==> config.mk <==
export PLATFORM = sky130hd
export DESIGN_NAME = dp_job_arbiter
export DESIGN_NICKNAME = d
export VERILOG_FILES = /design/src/rtl/dp_job_arbiter_pkg.sv /design/src/rtl/dp_job_arbiter_rr_arb2.sv /design/src/rtl/dp_job_arbiter.sv
export SDC_FILE = /design/constraint.sdc
export NUM_CORES = 1
export LEC_CHECK = 0
export ABC_CLOCK_PERIOD_IN_PS = 1600
export CAP_MARGIN = 20
export CORE_UTILIZATION = 41
export CTS_BUF_LIST = sky130_fd_sc_hd__clkbuf_4
export CTS_CLUSTER_DIAMETER = 60
export CTS_CLUSTER_SIZE = 14
export DETAILED_ROUTE_END_ITERATION = 8
export GPL_TIMING_DRIVEN = 0
export PLACE_DENSITY = 0.83
export SYNTH_ARGS = -nofsm -noshare
export SYNTH_HDL_FRONTEND = slang
export SYNTH_SLANG_ARGS = --single-unit
==> constraint.sdc <==
create_clock -name i_clk -period 1.6 [get_ports i_clk]
set_input_delay 0.48 -clock i_clk [delete_from_list [all_inputs] [get_ports i_clk]]
set_output_delay 0.48 -clock i_clk [all_outputs]
set_load 0.01 [all_outputs]
==> src/rtl/dp_job_arbiter_pkg.sv <==
// Shared types and constants for the two-channel datapath job arbiter.
package dp_job_arbiter_pkg;

   localparam int unsigned NUM_CH        = 2;
   localparam int unsigned DEF_START_TMO = 8;
   localparam int unsigned DEF_RUN_TMO   = 64;
   localparam int unsigned DEF_TMO_W     = 7;

   typedef enum logic [2:0] {
      StIdle    = 3'd0,
      StLaunch  = 3'd1,
      StWaitAct = 3'd2,
      StRun     = 3'd3,
      StFinish  = 3'd4
   } state_e;

endpackage

==> src/rtl/dp_job_arbiter_rr_arb2.sv <==
// Two-input round-robin picker; the last-served pointer lives in the parent.
module rr_arb2
   import dp_job_arbiter_pkg::*;
(
   input  logic [NUM_CH-1:0] i_req,
   input  logic              i_last,
   output logic [NUM_CH-1:0] o_gnt
);

   always_comb begin
      o_gnt = '0;
      unique case (i_req)
         2'b01:   o_gnt = 2'b01;
         2'b10:   o_gnt = 2'b10;
         // On a tie the channel not served last wins.
         2'b11:   o_gnt = i_last ? 2'b01 : 2'b10;
         default: o_gnt = '0;
      endcase
   end

endmodule

==> src/rtl/dp_job_arbiter.sv <==
// Shares one datapath/controller pair between two requesters, launching jobs,
// watching the controller for timeouts and returning captured results.
module dp_job_arbiter
   import dp_job_arbiter_pkg::*;
#(
   parameter int unsigned START_TMO = DEF_START_TMO,
   parameter int unsigned RUN_TMO   = DEF_RUN_TMO,
   parameter int unsigned TMO_W     = DEF_TMO_W
) (
   input  logic              i_clk,
   input  logic              i_rst_n,
   input  logic [NUM_CH-1:0] i_req,
   input  logic [7:0]        i_x0,
   input  logic [7:0]        i_x1,
   input  logic [1:0]        i_mode0,
   input  logic [1:0]        i_mode1,
   output logic [NUM_CH-1:0] o_gnt,
   output logic [NUM_CH-1:0] o_done,
   output logic              o_err,
   output logic [7:0]        o_res_y,
   output logic [2:0]        o_res_s,
   output logic              o_res_b,
   output logic [1:0]        o_cp_on,
   output logic              o_cp_start,
   output logic [7:0]        o_dp_x,
   input  logic              i_cp_active,
   input  logic [7:0]        i_dp_y,
   input  logic [2:0]        i_dp_s,
   input  logic              i_dp_b
);

   state_e              r_state, w_state_d;
   logic [TMO_W-1:0]    r_cnt, w_cnt_d, w_cnt_inc;
   logic                r_err, w_err_d;
   logic                r_last;
   logic [NUM_CH-1:0]   r_gnt;
   logic [7:0]          r_dp_x;
   logic [1:0]          r_cp_on;
   logic [7:0]          r_res_y;
   logic [2:0]          r_res_s;
   logic                r_res_b;
   logic [NUM_CH-1:0]   w_pick;
   logic                w_accept;
   logic                w_capture;

   rr_arb2 u_rr_arb2 (
      .i_req  (i_req),
      .i_last (r_last),
      .o_gnt  (w_pick)
   );

   // Saturating increment so a stuck controller can never wrap the counter.
   assign w_cnt_inc = (&r_cnt) ? r_cnt : r_cnt + 1'b1;

   always_ff @(posedge i_clk or negedge i_rst_n) begin
      if (!i_rst_n) begin
         r_state <= StIdle;
         r_cnt   <= '0;
         r_err   <= 1'b0;
      end else begin
         r_state <= w_state_d;
         r_cnt   <= w_cnt_d;
         r_err   <= w_err_d;
      end
   end

   always_comb begin
      w_state_d = r_state;
      w_cnt_d   = r_cnt;
      w_err_d   = r_err;
      w_accept  = 1'b0;
      w_capture = 1'b0;
      unique case (r_state)
         StIdle: begin
            if (|i_req) begin
               w_accept  = 1'b1;
               w_state_d = StLaunch;
            end
         end
         StLaunch: begin
            w_cnt_d   = '0;
            w_err_d   = 1'b0;
            w_state_d = StWaitAct;
         end
         StWaitAct: begin
            if (i_cp_active) begin
               w_cnt_d   = '0;
               w_state_d = StRun;
            end else if (r_cnt >= TMO_W'(START_TMO)) begin
               w_err_d   = 1'b1;
               w_state_d = StFinish;
            end else begin
               w_cnt_d = w_cnt_inc;
            end
         end
         StRun: begin
            if (!i_cp_active) begin
               w_capture = 1'b1;
               w_err_d   = 1'b0;
               w_state_d = StFinish;
            end else if (r_cnt >= TMO_W'(RUN_TMO)) begin
               w_err_d   = 1'b1;
               w_state_d = StFinish;
            end else begin
               w_cnt_d = w_cnt_inc;
            end
         end
         StFinish: w_state_d = StIdle;
         default:  w_state_d = StIdle;
      endcase
   end

   always_ff @(posedge i_clk or negedge i_rst_n) begin
      if (!i_rst_n) begin
         r_last  <= 1'b1;
         r_gnt   <= '0;
         r_dp_x  <= '0;
         r_cp_on <= '0;
         r_res_y <= '0;
         r_res_s <= '0;
         r_res_b <= 1'b0;
      end else begin
         if (w_accept) begin
            r_gnt   <= w_pick;
            r_last  <= w_pick[1];
            r_dp_x  <= w_pick[1] ? i_x1 : i_x0;
            r_cp_on <= w_pick[1] ? i_mode1 : i_mode0;
         end
         if (w_capture) begin
            r_res_y <= i_dp_y;
            r_res_s <= i_dp_s;
            r_res_b <= i_dp_b;
         end
         if (r_state == StFinish) begin
            r_gnt   <= '0;
            r_cp_on <= '0;
         end
      end
   end

   always_comb begin
      o_gnt      = r_gnt;
      o_done     = (r_state == StFinish) ? r_gnt : '0;
      o_err      = (r_state == StFinish) & r_err;
      o_cp_start = (r_state == StLaunch);
      o_cp_on    = r_cp_on;
      o_dp_x     = r_dp_x;
      o_res_y    = r_res_y;
      o_res_s    = r_res_s;
      o_res_b    = r_res_b;
   end

endmodule

# [Word-level counts from Yosys, hierarchy flattened]
# Cells that the tools add are included.
[op_classes] addsub=1 mux=30 n_eq_ne=15 bitwise_logic=1 order_cmp=2 reduce_logical=8
[ops] operator="$mux W7" count=5
[ops] operator="$pmux W7 S3" count=1
[ops] operator="$mux W3" count=5
[ops] operator="$mux W2" count=7
[ops] operator="$pmux W3 S4" count=1
[ops] operator="$ne A2 B2 Y1 const B" count=5
[ops] operator="$ne A3 B3 Y1 const B" count=3
[ops] operator="$mux W1" count=8
[ops] operator="$mux W8" count=1
[ops] operator="$reduce_and A4 Y1" count=2
[ops] operator="$add A7 B1 Y7 const B" count=1
[ops] operator="$ge A7 B4 Y1 const B" count=1
[ops] operator="$ge A7 B7 Y1 const B" count=1
[ops] operator="$reduce_and A7 Y1" count=1
[ops] operator="$eq A3 B2 Y1 const B" count=2
[ops] operator="$pmux W2 S3" count=1
[ops] operator="$eq A2 B2 Y1 const B" count=2
[ops] operator="$eq A3 B1 Y1 const B" count=1
[ops] operator="$eq A3 B3 Y1 const B" count=1
[ops] operator="$logic_not A3 Y1" count=1
[ops] operator="$pmux W1 S3" count=1
[ops] operator="$reduce_and A3 Y1" count=1
[ops] operator="$reduce_bool A3 Y1" count=1
[ops] operator="$eq A2 B1 Y1 const B" count=1
[ops] operator="3 further kinds" count=3
[word_totals] in_bits=37 elab_cells=67 regBits=36 out_inout_bits=28

# [Longest topological paths before layout]
# Gate-level depths: netlist of run 1.
[logic_depth] word_depth=5 mapped_depth=6 depth_no_buf=5

# [Hierarchy]
# Synthesis of run 1 repeated with hierarchy kept, for this count alone.
[hier_totals] hier_cells=164 hier_area_um2=1726.7
[by_module_without_submodules] module="dp_job_arbiter" area_per_inst_um2=1707.9 seq_area_each_um2=902.1 cells_per_inst=161 instances=1
[by_module_without_submodules] module="rr_arb2" area_per_inst_um2=18.8 seq_area_each_um2=0.0 cells_per_inst=3 instances=1

# [Worst setup path after synthesis of run 1]
# Ideal clock, no wire load.
[synth_timing] path_type="input-to-reg" start="input port i_cp_active" end="register r_cnt[4]" setup_time_ns=0.144 path_buffers=1 stages=6 required_ns=1.456 arrival_ns=1.637 path_slack_ns=-0.181 path_cell_list="clkbuf_1 or3b_1 o221ai_4 inv_2 a41oi_2 a311oi_2"
[synth_between] elab_chain_cells=2 word_cells_on_any_way=5 cone_classes="2 x eq/ne; 2 x mux; 1 x reduce/logical"
[synth_lines] item="start: declaration" line_no="dp_job_arbiter.sv:26" rtl="input logic i_cp_active,"
[synth_lines] item="$ne A3 B3 Y1 (no line) (tied with other cells)"
[synth_lines] item="$reduce_and A4 Y1 (no line) / $pmux W7 S3 (equally long branches)"
[synth_lines] item="end signal: assignment" line_no="dp_job_arbiter.sv:62" rtl="r_cnt <= w_cnt_d;"
[synth_lines] item="end: declaration" line_no="dp_job_arbiter.sv:33" rtl="logic [TMO_W-1:0] r_cnt, w_cnt_d, w_cnt_inc;"
# Parallel ways exist; a longest one is shown, timed or not.
# A chain may end at the register's enable or synchronous reset.

# [Worst setup path after layout of run 1]
[layout_timing] start="register r_state[1]" end="output port o_done[1]"
[layout_between] elab_chain_cells=2
[layout_lines] item="start: declaration" line_no="dp_job_arbiter.sv:32" rtl="state_e r_state, w_state_d;"
[layout_lines] item="start signal: assignment" line_no="dp_job_arbiter.sv:57" rtl="r_state <= StIdle;"
[layout_lines] item="start signal: assignment" line_no="dp_job_arbiter.sv:61" rtl="r_state <= w_state_d;"
[layout_lines] item="$eq A3 B3 Y1" line_no="dp_job_arbiter.sv:143" rtl="o_done = (r_state == StFinish) ? r_gnt : '0;"
[layout_lines] item="$mux W2" line_no="dp_job_arbiter.sv:143"
[layout_lines] item="end: declaration" line_no="dp_job_arbiter.sv:18" rtl="output logic [NUM_CH-1:0] o_done,"
# Every way passes these cells.

==> results of run 1 <==
worst reg2reg max path: stages (launching register included):
cell and delay (ps):
dfrtp_1 400, buf_6 150, or3b_4 390, o221ai_4 290, inv_4 110, a41oi_2 200
nor2_1 60
repair_timing:
action | CTS | global route
setup buffers | 11 | 1
resized for setup | 67 | 10
setup endpoints to repair | 58 | 34
pin swaps | 15 | 0
stage by stage:
| stage | utilization [%] | worst slack (ps) | cells |
|---|---|---|---|
| after floorplan | - | -109 | 165 |
| after global placement | 61.0 | -782 | 278 |
| after detailed placement | 60.9 | -693 | 278 |
| after CTS | 66.0 | -190 | 297 |
| after global routing | 67.0 | -255 | 298 |
| final | 67.0 | -194 | 298 |
per-layer routing:
metal  vias up  routed length [µm]  track usage [%]
met5         -                   0                0
li1        769                   -                -
met1       757                1860             27.3
met3         9                 208             4.39
met4         0                  90             10.9
met2        55                2240             34.9
cell type report:
cell class,count,area (µm²),area share (%)
Clock buffer,6,45.0,1.67
Inverter,6,25.0,0.927
Tap cell,50,62.6,2.32
Timing Repair Buffer,75,684,25.3
Clock inverter,2,35.0,1.30
Buffer,7,73.8,2.73
Sequential cell,36,906,33.5
Multi-Input combinational cell,116,868,32.2
cell usage after synthesis (2+ instances only):
| master | n |
|---|---|
| o22ai_1 | 6 |
| inv_1 | 5 |
| nor2b_1 | 2 |
| dfrtp_1 | 35 |
| and3_1 | 4 |
| buf_2 | 3 |
| ha_1 | 2 |
| o21ai_0 | 12 |
| or3_1 | 2 |
| nand2_1 | 11 |
| nor3_1 | 3 |
| mux2_2 | 12 |
| a21oi_1 | 14 |
| nand2b_1 | 2 |
| a211oi_1 | 3 |
| mux2i_1 | 4 |
| nor2_1 | 13 |
| clkbuf_1 | 4 |
| nand3_1 | 9 |
how the worst min path moves through the flow:
| stage | start | endpoint | slack [ps] | cells after the start |
|---|---|---|---|---|
| 3_5_place_dp | r_last$_DFFE_PN1P_ | r_last$_DFFE_PN1P_ | 460 | 2 |
| 3_3_place_gp | r_last$_DFFE_PN1P_ | r_last$_DFFE_PN1P_ | 450 | 2 |
| 4_1_cts | i_rst_n | o_dp_x[0]$_DFFE_PN0P_ | 250 | 1 |
| 2_1_floorplan | i_rst_n | o_cp_on[0]$_DFFE_PN0P_ | 180 | 0 |
| 6_report | i_rst_n | o_dp_x[0]$_DFFE_PN0P_ | 220 | 1 |
| 5_1_grt | i_rst_n | o_dp_x[0]$_DFFE_PN0P_ | 280 | 1 |
power breakdown:
group | switching [mW] | internal [mW]
clock network | 0.301 | 0.345
logic | 1.13 | 1.15
registers | 0.232 | 1.31
total | 1.67 | 2.80
logic make-up after synthesis:
| group | Yosys count | synth area share [%] |
|---|---|---|
| adders and majority gates | 2 | 1.44 |
| muxes | 16 | 10.1 |
| and+or+nand+nor | 54 | 16.7 |
| DFF | 36 | 51.8 |
| buffers and inverters | 13 | 3.01 |
| AOI/OAI and AO/OA | 44 | 17.1 |
sequential cells by signal (all words and copies together), names as in the netlist:
name	flops
o_res_b	1
o_res_y	8
r_cnt	7
o_dp_x	8
o_res_s	3
o_gnt	2
r_last	1
o_cp_on	2
r_state	3
r_err	1
placed cells by master, fill, tap and decap left out, types with 7 or more instances in the layout:
cell             netlist  final
mux2_2                12     12
nand3_1                9      9
a21oi_1               14     11
buf_4                  0     11
clkbuf_4               0      7
o21ai_0               12     10
dfrtp_1               35     32
nand2_1               11     11
dlygate4sd2_1          0     24
nor2_1                13     12
clkdlybuf4s50_1        0     33
==> impl_results.md, run 1 <==
- Max frequency: 0.557 GHz
- Cell taking the most area after synthesis: dfrtp_1
- Net count after synthesis: 204
- Initial antenna violation count: 0
- Cell area after placement: about 2500 µm²
- CTS tree: done
- CTS clk-pin slew, worst paths: 100 ps
- First-pass GRT wire length: 7080 µm
- Die height: around 67 µm
- Crit. Startpoint: r_state[1]$_DFFE_PN0P_
- Failing checks: setup timing
- Starting DRT DRC Count: 95
- Diodes inserted: 0
- Power Total: about 4.5 mW
- Least-Margin Pin Slew: about 800 ps
- Final Setup Violations: 11
- Critical setup path kind: reg -> out
- Worst path top cell family by delay: flip-flops
- Period utilization: 112%
- Final Max Tran Viols: 0
- Worst r2r path cells: 6
- Max Root-Sink Buffers: 2
- Fin crit period: roughly 1800 ps
- Buf/Inv on CP: 2
- Instance count on the critical path: 4
- Area growth from synthesis to layout: 54.9%
- Run status: complete, but fails checks
- Mean number of vias per cell: around 5.3
- Worst setup EP type: output pin
- Rel. slew slack: ~47%
- PortBufs: between 60 and 70
- First-pass iteration count of the detailed router: 4
- Area contributors post-synth: dfrtp_1, mux2_2, a21oi_1
- Syn. warnings: 0
- Leakage power: 1.19 nW
- Hold/Removal Path Class: in -> async
- Final hold viol count: 0
- PwrDens: between 1500 and 2000 nW/µm²
- Cts bufs inserted: 5
- Starting Density: approximately 43%
- Post-synth EDFFs: 0
- FFs w/ async S/R, synth: between 90% and 100%
- Fillers: between 300 and 400
- Worst clock skew: approximately 9 ps
- Critical Path Sink: o_done[1]
- Via count: 1,590
- Netlist cell types: 38
- H-tree Lvls: 2
- Number of global-route vias before repair: approximately 1,600
- Mapped cell area: 1740 µm²
- Setup slack, reg-to-reg: -120 ps
- Type of origin of the critical path: flip-flop
- Cell row count: 23
- Core area: 4030 µm²
- Grt ovf: 0
- Critical path, cell by cell: clkbuf_8, nor2_4, and3_1, buf_2
- Wire length per cell: around 15 µm
- Critical Path AT: 1310 ps
- # clock sinks: 36
- Detailed placement HPWL: 2880 µm
- Critical Path RT: about 1100 ps
- Hold_buf cts: 0
- Final Cell Area: between 2000 and 3000 µm²
- VDD IR max: between 0.0008 and 0.0009 V
- Cells after synthesis: 165
- CP peak stage delay: around 420 ps
- # Max-Cap Violations: 0
- Gr usage total: 21.6%
- Setup_tns: -1100 ps
- Post-synthesis register bit count: 36
- Post-Route WL: approximately 4400 µm
- Root Buffer: clkbuf_4
- Final net count: 286
- Prevailing post-synth register cell: dfrtp_1
- Worst Hold Slack: roughly 220 ps
- Gp weighted congestion: 0.804
- Sequential share of the synthesized area: between 50% and 60%
- Syn avg cell area: roughly 11 µm²
- Yosys top cell area share: between 50% and 60%
- Skew-Pair Late Insertion Delay: between 300 and 400 ps
- Ports: between 60 and 70
- Slowest CP cell: dfrtp_1
- Worst R2R Start: r_state[0]$_DFFE_PN0P_
- Final worst slack: -194 ps
- Critical Path Fanout Max: 4
- Post-DRT Antenna Nets: 0
- DIE AREA: about 4500 µm²
- Layout cells sized above 1: a little over a quarter
- Die outline width: 67.2 µm
- RSZ-0062 raised after global routing: true
- Reg2reg end: r_cnt[6]$_DFFE_PN0P_
- DRC: 0
- Largest net degree at the start of global routing: 37
Power figures use the tool's default switching activity.
==> run 2: changes to the inputs <==
Settings changed: ABC_CLOCK_PERIOD_IN_PS 1600 to 1500, CORE_UTILIZATION 41 to 35, PLACE_DENSITY 0.83 to 0.73.
Clock period 1.6 ns to 1.5 ns, I/O delays scaled along.
==> run 2 against run 1 <==
  * The run still ends with setup timing left
  * Critical path depth unchanged
  * Sequential power increased by 8%
  * Final area increased by 6.5%
  * Total power increased by 15%
  * Hold slack got worse by 37 ps
  * Largest power group unchanged
==> impl_results.md, run 2 (synthesized netlist as in run 1, its figures left out) <==
- Run status: complete, but fails checks
- Fillers: 403 (+29%)
- Failing checks: setup timing
- Max Root-Sink Buffers: 2 (unchanged)
- H-tree Lvls: 2 (unchanged)
- Cts bufs inserted: 5 (unchanged)
- # Max-Cap Violations: 0 (unchanged)
- Final hold viol count: 0 (unchanged)
- Rel. slew slack: 46.6% (-0.054 points)
- CP peak stage delay: 450 ps (+30 ps)
- Largest net degree at the start of global routing: 37 (unchanged)
- First-pass GRT wire length: 7140 µm (+0.88%)
- Via count: 1,637 (+3.0%)
- Post-Route WL: 4640 µm (+5.4%)
- Die outline width: 72.6 µm (+8.0%)
- Leakage power: 1.23 nW (+3.9%)
- Least-Margin Pin Slew: 801 ps (+0.817 ps)
- Worst setup EP type: output pin
- Die height: 72.6 µm (+8.0%)
- Root Buffer: clkbuf_4
- Diodes inserted: 0 (unchanged)
- Final Setup Violations: 22 (+11)
- Hold_buf cts: 0 (unchanged)
- Cell row count: 25 (+8.7%)
- Skew-Pair Late Insertion Delay: 330 ps (about the same)
- Setup_tns: -3410 ps (-2310 ps)
- Critical Path AT: 1330 ps (+20 ps)
- Critical Path RT: 1050 ps (-70 ps)
- Buf/Inv on CP: 2 (unchanged)
- Starting DRT DRC Count: 56 (-41%)
- First-pass iteration count of the detailed router: 4 (unchanged)
- Mean number of vias per cell: 5.07 (-5.0%)
- Critical setup path kind: reg -> out
- Starting Density: 36.7% (-6.6 points)
- Worst clock skew: 18.3 ps (+9.01 ps)
- PwrDens: 1790 nW/µm² (+8.1%)
- Final net count: 294 (+2.8%)
- Final Max Tran Viols: 0 (unchanged)
- # clock sinks: 36 (unchanged)
- DIE AREA: 5270 µm² (+17%)
- VDD IR max: 0.000821 V (-1.8%)
- Detailed placement HPWL: 2740 µm (-4.7%)
- Fin crit period: between 1500 and 2000 ps
- Layout cells sized above 1: 34.8% (+7.3 points)
- PortBufs: 63 (unchanged)
- Post-DRT Antenna Nets: 0 (unchanged)
- CTS tree: done
- RSZ-0062 raised after global routing: true
- Type of origin of the critical path: flip-flop
- Period utilization: 119%
- Gp weighted congestion: 0.764 (-4.9%)
- DRC: 0 (unchanged)
- Hold/Removal Path Class: in -> async
- Gr usage total: 17.7% (-3.9 points)
- Worst path top cell family by delay: flip-flops
- Max frequency: about 0.56 GHz
- Critical Path Fanout Max: 4 (unchanged)
- Number of global-route vias before repair: 1,541 (-0.71%)
- Wire length per cell: 14.4 µm (-2.8%)
- Power Total: 5.14 mW (+15%)
- Commonest non-fill, non-tap cell in the layout: clkdlybuf4s50_1
- Final worst slack: -279 ps (-85.2 ps)
- Slowest CP cell: dfrtp_2
- CTS clk-pin slew, worst paths: 110 ps (about the same)
- Initial antenna violation count: 0 (unchanged)
- Ports: 65 (unchanged)
- Area growth from synthesis to layout: 65.0%
- Grt ovf: 0 (unchanged)
- Commonest non-fill, non-tap cells in the layout: clkdlybuf4s50_1, dfrtp_1, clkdlybuf4s15_1, buf_4
- Critical path, cell by cell: buf_8, nor2_4, and3_4, buf_6
- Core area: 4750 µm² (+18%)
run 2: cell count changes in the layout (fill, tap and decap cells not counted), sizes merged:
| cell | before | now |
|---|---|---|
| buf | 21 | 29 |
| dlygate4sd2 | 24 | 8 |
| clkbuf | 9 | 10 |
| clkdlybuf4s15 | 0 | 15 |
| dlymetal6s2s | 1 | 2 |
| clkdlybuf4s50 | 33 | 32 |
run 2: per-layer routing:
metal | track usage, % | wire (µm) | vias to the layer above
li1 | - | - | 790
met1 | 23.2 | 2050 | 790
met2 | 27.9 | 2300 | 53
met3 | 3.33 | 228 | 4
met4 | 8.71 | 60 | 0
met5 | 0 | 0 | -
run 2: power breakdown:
group / switching, mW / internal (mW)
clock network: 0.320 / 0.368
registers: 0.265 / 1.40
logic: 1.32 / 1.47
run 2: final timing paths:
check                                             from  slack, ps                endpoint  cells after the start
worst max-delay path            r_state[1]$_DFFE_PN0P_       -280               o_done[1]                      4
worst min-delay path                           i_rst_n        180    r_cnt[0]$_DFFE_PN0P_                      1
worst max register to register  r_state[0]$_DFFE_PN0P_       -250    r_cnt[0]$_DFFE_PN0P_                      7
worst min register to register      r_last$_DFFE_PN1P_        500      r_last$_DFFE_PN1P_                      2
max in group asynchronous                      i_rst_n        750    r_cnt[4]$_DFFE_PN0P_                      1
min in group i_clk                         i_cp_active        480  r_state[2]$_DFFE_PN0P_                      4
run 2: cell type report:
type | count | area (µm²) | share of cell area, %
plain buffers | 7 | 75.1 | 2.61
multi-input cells | 116 | 908 | 31.6
inverters | 6 | 25.0 | 0.870
well taps | 67 | 83.8 | 2.92
repair buffers | 83 | 793 | 27.6
clock inverters | 2 | 35.0 | 1.22
clock buffers | 6 | 45.0 | 1.57
flip-flops and latches | 36 | 910 | 31.6
run 2: metrics by stage:
step	setup slack (ps)	instances	hold slack [ps]	instance area (µm²)	util [%]
2_1_floorplan	-176	165	154	1770	-
3_3_place_gp	-840	295	452	2480	52.2
3_5_place_dp	-712	295	459	2470	52.1
4_1_cts	-307	311	208	2650	55.7
5_1_grt	-339	323	235	2880	60.5
6_report	-279	323	184	2880	60.5
run 2: what timing repair did:
action / CTS / global route
resized for setup: 72 / 48
setup buffers: 7 / 11
cloned: 1 / 1
pin swaps: 10 / 11
setup endpoints to repair: 62 / 51
run 2: worst register-to-register path: stages (launching register included):
cell and delay (ps):
dfrtp_1 390, buf_6 150, or3b_4 410, o221ai_4 320
buf_6 150, buf_6 90, o21ai_1 60, a21oi_1 120
==> run 3: changes to the inputs <==
Settings changed: CTS_CLUSTER_SIZE 14 to 16, DONT_BUFFER_PORTS from default to 1, PLACE_DENSITY 0.73 to 0.56.
==> run 3 against run 2 <==
  * The run still ends with setup timing left
  * Via count shrank 15%
  * Sequential cell count is the same
  * Sequential share of layout area grew 9.6 points
  * Setup slack gained 85 ps
  * Core utilization shrank 14 points
  * Register-to-register slack gained 70 ps
  * Maximum frequency grew 5.0%
  * Clock skew shrank 0.56 ps
  * Total power shrank 15%
  * Global-route usage shrank 2.2 points
  * First-iteration DRC count shrank 25%
  * Sequential power grew 13%
  * Critical path type unchanged
  * Largest cell class is now multi-input gates
==> impl_results.md, run 3 (synthesized netlist as in run 1, its figures left out) <==
- Fin crit period: 1690 ps (-84.6 ps)
- Final net count: 228 (-22%)
- Buf/Inv on CP: 1 (-1)
- Final Cell Area: 2200 µm² (-24%)
- Hold/Removal Path Class: in -> reg
- Diodes inserted: 0 (unchanged)
- Met3 wire len: 246 µm (+7.9%)
- Mean number of vias per cell: 5.42 (+6.9%)
- RSZ-0062 raised after global routing: true
- Worst clock skew: 17.7 ps (-0.557 ps)
- Met1 WL: 1690 µm (-18%)
- Die height: 72.6 µm (unchanged)
- # clock sinks: 36 (unchanged)
- Failing checks: setup timing
- Commonest non-fill, non-tap cell in the layout: dfrtp_1
- Power Total: 4.37 mW (-15%)
- Initial antenna violation count: 0 (unchanged)
- Critical Path Fanout Max: 5 (+1)
- Worst setup EP type: output pin
- CTS tree: done
- Gr usage total: 15.5% (-2.2 points)
- VDD IR max: 0.000841 V (+2.5%)
- Final worst slack: -195 ps (+84.6 ps)
- Cell area after placement: 1850 µm² (-25%)
- Storage cell area: 907 µm² (-0.28%)
- Gp weighted congestion: 0.785 (+2.7%)
- H-tree Lvls: 2 (unchanged)
- CP peak stage delay: 460 ps (about the same)
- DRC: 0 (unchanged)
- Cell row count: 25 (unchanged)
- Critical setup path kind: reg -> out
- Commonest non-fill, non-tap cells in the layout: dfrtp_1, buf_4, mux2_2
- Grt ovf: 0 (unchanged)
- Met2 wire len: 1950 µm (-15%)
- Worst Hold Slack: 252 ps (+68.1 ps)
- Period utilization: 113% (-5.6 points)
- Final Max Tran Viols: 0 (unchanged)
- Least-Margin Pin Slew: 310 ps (-491 ps)
- Root Buffer: clkbuf_4
- Uppermost layer routed: met4
- Leakage power: 0.901 nW (-27%)
- Critical Path RT: 1050 ps (about the same)
- Die outline width: 72.6 µm (unchanged)
- PortBufs: 0 (-100%)
- Fillers: 449 (+11%)
- PwrDens: 1990 nW/µm² (+11%)
- Type of origin of the critical path: flip-flop
- Worst path top cell family by delay: flip-flops
- Max Root-Sink Buffers: 2 (unchanged)
- CTS clk-pin slew, worst paths: 110 ps (about the same)
- Number of global-route vias before repair: 1,328 (-14%)
- First-pass GRT wire length: 6120 µm (-14%)
- Cts bufs inserted: 5 (unchanged)
- Rel. slew slack: 79.2% (+33 points)
- Post-DRT Antenna Nets: 0 (unchanged)
- Max frequency: 0.590 GHz (+5.0%)
- Skew-Pair Late Insertion Delay: 340 ps (about the same)
- # Max-Cap Violations: 0 (unchanged)
- Run status: complete, but fails checks
- Critical Path AT: 1240 ps (-90 ps)
- Largest net degree at the start of global routing: 37 (unchanged)
- First-pass iteration count of the detailed router: 4 (unchanged)
- Core area: 4750 µm² (unchanged)
- Area growth from synthesis to layout: 26.1%
- Detailed placement HPWL: 2640 µm (-3.6%)
- Wire length per cell: 15.4 µm (+7.3%)
- Slowest CP cell: dfrtp_2
- Starting DRT DRC Count: 42 (-25%)
- Final Setup Violations: 17 (-23%)
- Ports: 65 (unchanged)
- Layout cells sized above 1: 38.9% (+4.2 points)
- Critical path, cell by cell: buf_8, nor2_4, and3_4
- Via count: 1,393 (-15%)
- Area occupied by multi-input gates: 911 µm² (+0.28%)
- Post-Route WL: 3960 µm (-15%)
- Final hold viol count: 0 (unchanged)
- DIE AREA: 5270 µm² (unchanged)
- Starting Density: 36.7% (unchanged)
[run 3: changes by cell type in the layout (fill, tap and decap cells not counted), sizes merged, moves of 2 or more]
cell,delta
dlymetal6s2s,-2
clkdlybuf4s15,-15
clkbuf,-2
dlygate4sd2,-8
clkdlybuf4s50,-32
buf,-8
[run 3: what timing repair did]
| action | CTS | global route |
|---|---|---|
| gates cloned | 0 | 1 |
| endpoints found under the setup margin | 38 | 30 |
| endpoints found under the hold margin | 36 | 0 |
| pin swaps | 10 | 7 |
| resized for setup | 28 | 20 |
| hold buffers | 2 | 0 |
| buffers inserted | 12 | 3 |
[run 3: worst paths after layout]
check / startpoint / endpoint / slack [ps] / depth (start not counted)
min in group asynchronous: i_rst_n / o_res_y[2]$_DFFE_PN0P_ / 540 / 2
max in group asynchronous: i_rst_n / r_last$_DFFE_PN1P_ / 690 / 2
setup / recovery: r_state[1]$_DFFE_PN0P_ / o_done[0] / -190 / 3
hold / removal: i_dp_s[1] / o_res_s[1]$_DFFE_PN0P_ / 250 / 1
setup reg to reg: r_state[0]$_DFFE_PN0P_ / r_cnt[6]$_DFFE_PN0P_ / -180 / 6
hold reg to reg: r_last$_DFFE_PN1P_ / r_last$_DFFE_PN1P_ / 470 / 2
[run 3: where the power goes]
part	leakage, nW	internal (mW)	switching, mW	total (mW)
Sequential	0.433	1.40	0.481	1.88
Combinational	0.438	0.988	0.998	1.99
Clock	0.0307	0.192	0.311	0.503
[run 3: stage by stage]
| step | worst slack [ps] | util [%] | instances | setup TNS (ps) |
|---|---|---|---|---|
| 2_1_floorplan | -176 | - | 165 | -1340 |
| 6_report | -195 | 46.2 | 257 | -1900 |
| 3_5_place_dp | -357 | 38.9 | 232 | -8060 |
| 4_1_cts | -229 | 44.4 | 254 | -1880 |
| 5_1_grt | -276 | 46.2 | 257 | -3420 |
| 3_3_place_gp | -307 | 38.9 | 232 | -6740 |
[run 3: area by class of cell]
type | count | share of cell area (%)
plain buffers | 7 | 3.13
repair buffers | 17 | 6.83
inverters | 6 | 1.14
clock buffers | 6 | 2.05
flip-flops and latches | 36 | 41.3
multi-input cells | 116 | 41.4
well taps | 67 | 3.81
clock inverters | 2 | 0.341
[run 3: metal layers]
metal | global-route usage [%] | vias up
met4 | 7.84 | 0
met3 | 5.14 | 9
li1 | - | 656
met1 | 18.9 | 671
met2 | 24.4 | 57
met5 | 0 | -
==> RTL change (flow settings as in run 3) <==
Set the package constant `DEF_TMO_W` to 5 (it was 7).
--- a/src/rtl/dp_job_arbiter_pkg.sv
+++ b/src/rtl/dp_job_arbiter_pkg.sv
@@ -5,5 +5,5 @@
    localparam int unsigned DEF_START_TMO = 8;
    localparam int unsigned DEF_RUN_TMO   = 64;
-   localparam int unsigned DEF_TMO_W     = 7;
+   localparam int unsigned DEF_TMO_W     = 5;
 
    typedef enum logic [2:0] {
Function: changed (Yosys sat finds a counterexample within 10 cycles, from zero or initial values and one cycle with i_rst_n low).
==> RTL change against run 3 <==
The run still ends with setup timing left. Power up 1.7%. First-iteration DRC count up 9.5%. Register-to-register slack worse by 0.02 ns. Sequential share of layout area down 1.9 points. Final area down 1.5%. Worst setup slack worse by 0.0086 ns. Synthesized area down 6.0%. Sequential power down 5%. Critical path depth up 3. Routed wire length down 7.7%. Clock power up 27%. Fmax down 0.50%. Sequential cell count down 2. Critical endpoint is now r_cnt[0]$_DFFE_PN0P_. Largest cell class is now sequential cells.
==> RTL change: results (changes against run 3) <==
stage,metric,value,unit,change
outcome,outcome,"complete, but fails checks",,
outcome,violated checks,setup timing,,
worst_setup_path,"Largest stage delay, worst path",0.41,ns,-0.05 ns
power,Clk. pwr,0.000640,W,+27%
final_layout,fin nets,213,,-6.6%
worst_setup_path,crit path max-delay cell type,dfrtp_1,,
place,DP Worst Slack,-0.2416,ns,+0.1149 ns
logic_synthesis,sequential share of the synthesized area,52.02,%,+0.27 points
logic_synthesis,Mapped Cells,142,,-14%
worst_setup_path,"Data arrival, critical path",1.92,ns,+0.68 ns
drt,vias per cell,5.462,,+0.77%
drt,M1 wire length,1.457,mm,-14%
worst_setup_path,critical path peak fanout,3,,-2
timing,hold_ws,0.2683,ns,+0.01647 ns
timing,worst setup margin,-0.2033,ns,-0.008562 ns
power,Lkg Pwr,0.9474,nW,+5.1%
final_layout,seq_cells,34,,-5.6%
final_layout,area delta synth->final,32.24,%,
drt,DR WL met3,241,um,-2.0%
drt,Iteration-0 DRC Markers,46,,+9.5%
place,DP HPWL,2.315,mm,-12%
logic_synthesis,post-synth cell types,37,,-2.6%
place,placed cell area,0.001738,mm^2,-6.0%
timing,TNS Setup,-4.333,ns,-2.431 ns
final_layout,nonclk inv count,5,,-1
grt,largest net degree at the start of global routing,35,,-5.4%
logic_synthesis,adder-cell share of the synthesized area,2.292,%,+0.86 points
timing,final setup fails,34,,+17
timing,actual slew at the worst max-slew pin,0.6579,ns,+0.3478 ns
grt,first-pass GRT wire length,6.361,mm,+3.9%
logic_synthesis,Mapped Nets,182,,-11%
logic_synthesis,Synth Area in Compound Gates,15.05,%,-2.0 points
final_layout,Reg area,853.3,um^2,-5.9%
final_layout,Post-Layout Cell Count,225,,-12%
grt,vias in the first global route,1332,,+0.30%
final_layout,Non-CTS buffers,32,,+33%
drt,Met2 Wirelength,1.894,mm,-3.0%
power,worst vdd ir,934.2,uV,+11%
final_layout,clock-cell share of area,3.293,%,+0.90 points
final_layout,multi-input gate share of total cell area,37.38,%,-4.1 points
logic_synthesis,synth cell count leaders,"33 x dfrtp_1, 16 x nand2_1, 13 x mux2_2, 10 x o21ai_2",,
power,internal power,0.002776,W,+7.6%
grt,gr usage total,16.49,%,+1.0 points
drt,DR WL/cell,16.25,um,+5.5%
final_layout,share of layout cells above drive strength 1,52.02,%,+13 points
hold_path,worst hold path startpoint,i_dp_s[0],,
clock_tree,Post-CTS Setup Repair Bufs,18,,+6
place,DP Cell Count,194,,-16%
final_layout,multi-input gates,95,,-18%
place,RD Place Congestion,0.8262,,+5.3%
final_layout,Fillers,393,,-12%
power,part of the power in registers,40.2,%,-2.9 points
worst_setup_path,cell family with most CP delay,simple AND/OR/NAND/NOR gates,,
logic_synthesis,Synth Area in XOR/XNOR,0.5348,%,+0.53 points
clock_tree,post_cts resized,34,,+21%
-- RTL change: cell count changes in the layout (fill, tap and decap cells not counted), moves of 3 or more --
cell,before,now
nor2_1,10,4
nand3_1,8,2
o21ai_0,8,0
a21oi_1,10,7
o21ai_2,1,10
nand2_2,0,8
dfrtp_2,4,1
buf_4,13,20
a21oi_2,3,0
a211oi_1,3,0
-- RTL change: worst max path at each step --
stage / to / slack [ns] / cells past startpoint
global route: r_cnt[3]$_DFFE_PN0P_ / -0.29 / 7
global placement: r_cnt[0]$_DFFE_PN0P_ / -0.21 / 6
floorplan: r_cnt[0]$_DFFE_PN0P_ / -0.13 / 6
detailed placement: r_cnt[0]$_DFFE_PN0P_ / -0.24 / 6
finish: r_cnt[0]$_DFFE_PN0P_ / -0.20 / 6
CTS: o_cp_start / -0.20 / 3
-- RTL change: metal layers --
metal / vias to the layer above / track usage [%]
met5: - / 0
met4: 0 / 6.667
met3: 6 / 5.916
met2: 53 / 26.98
met1: 602 / 19.54
li1: 568 / -
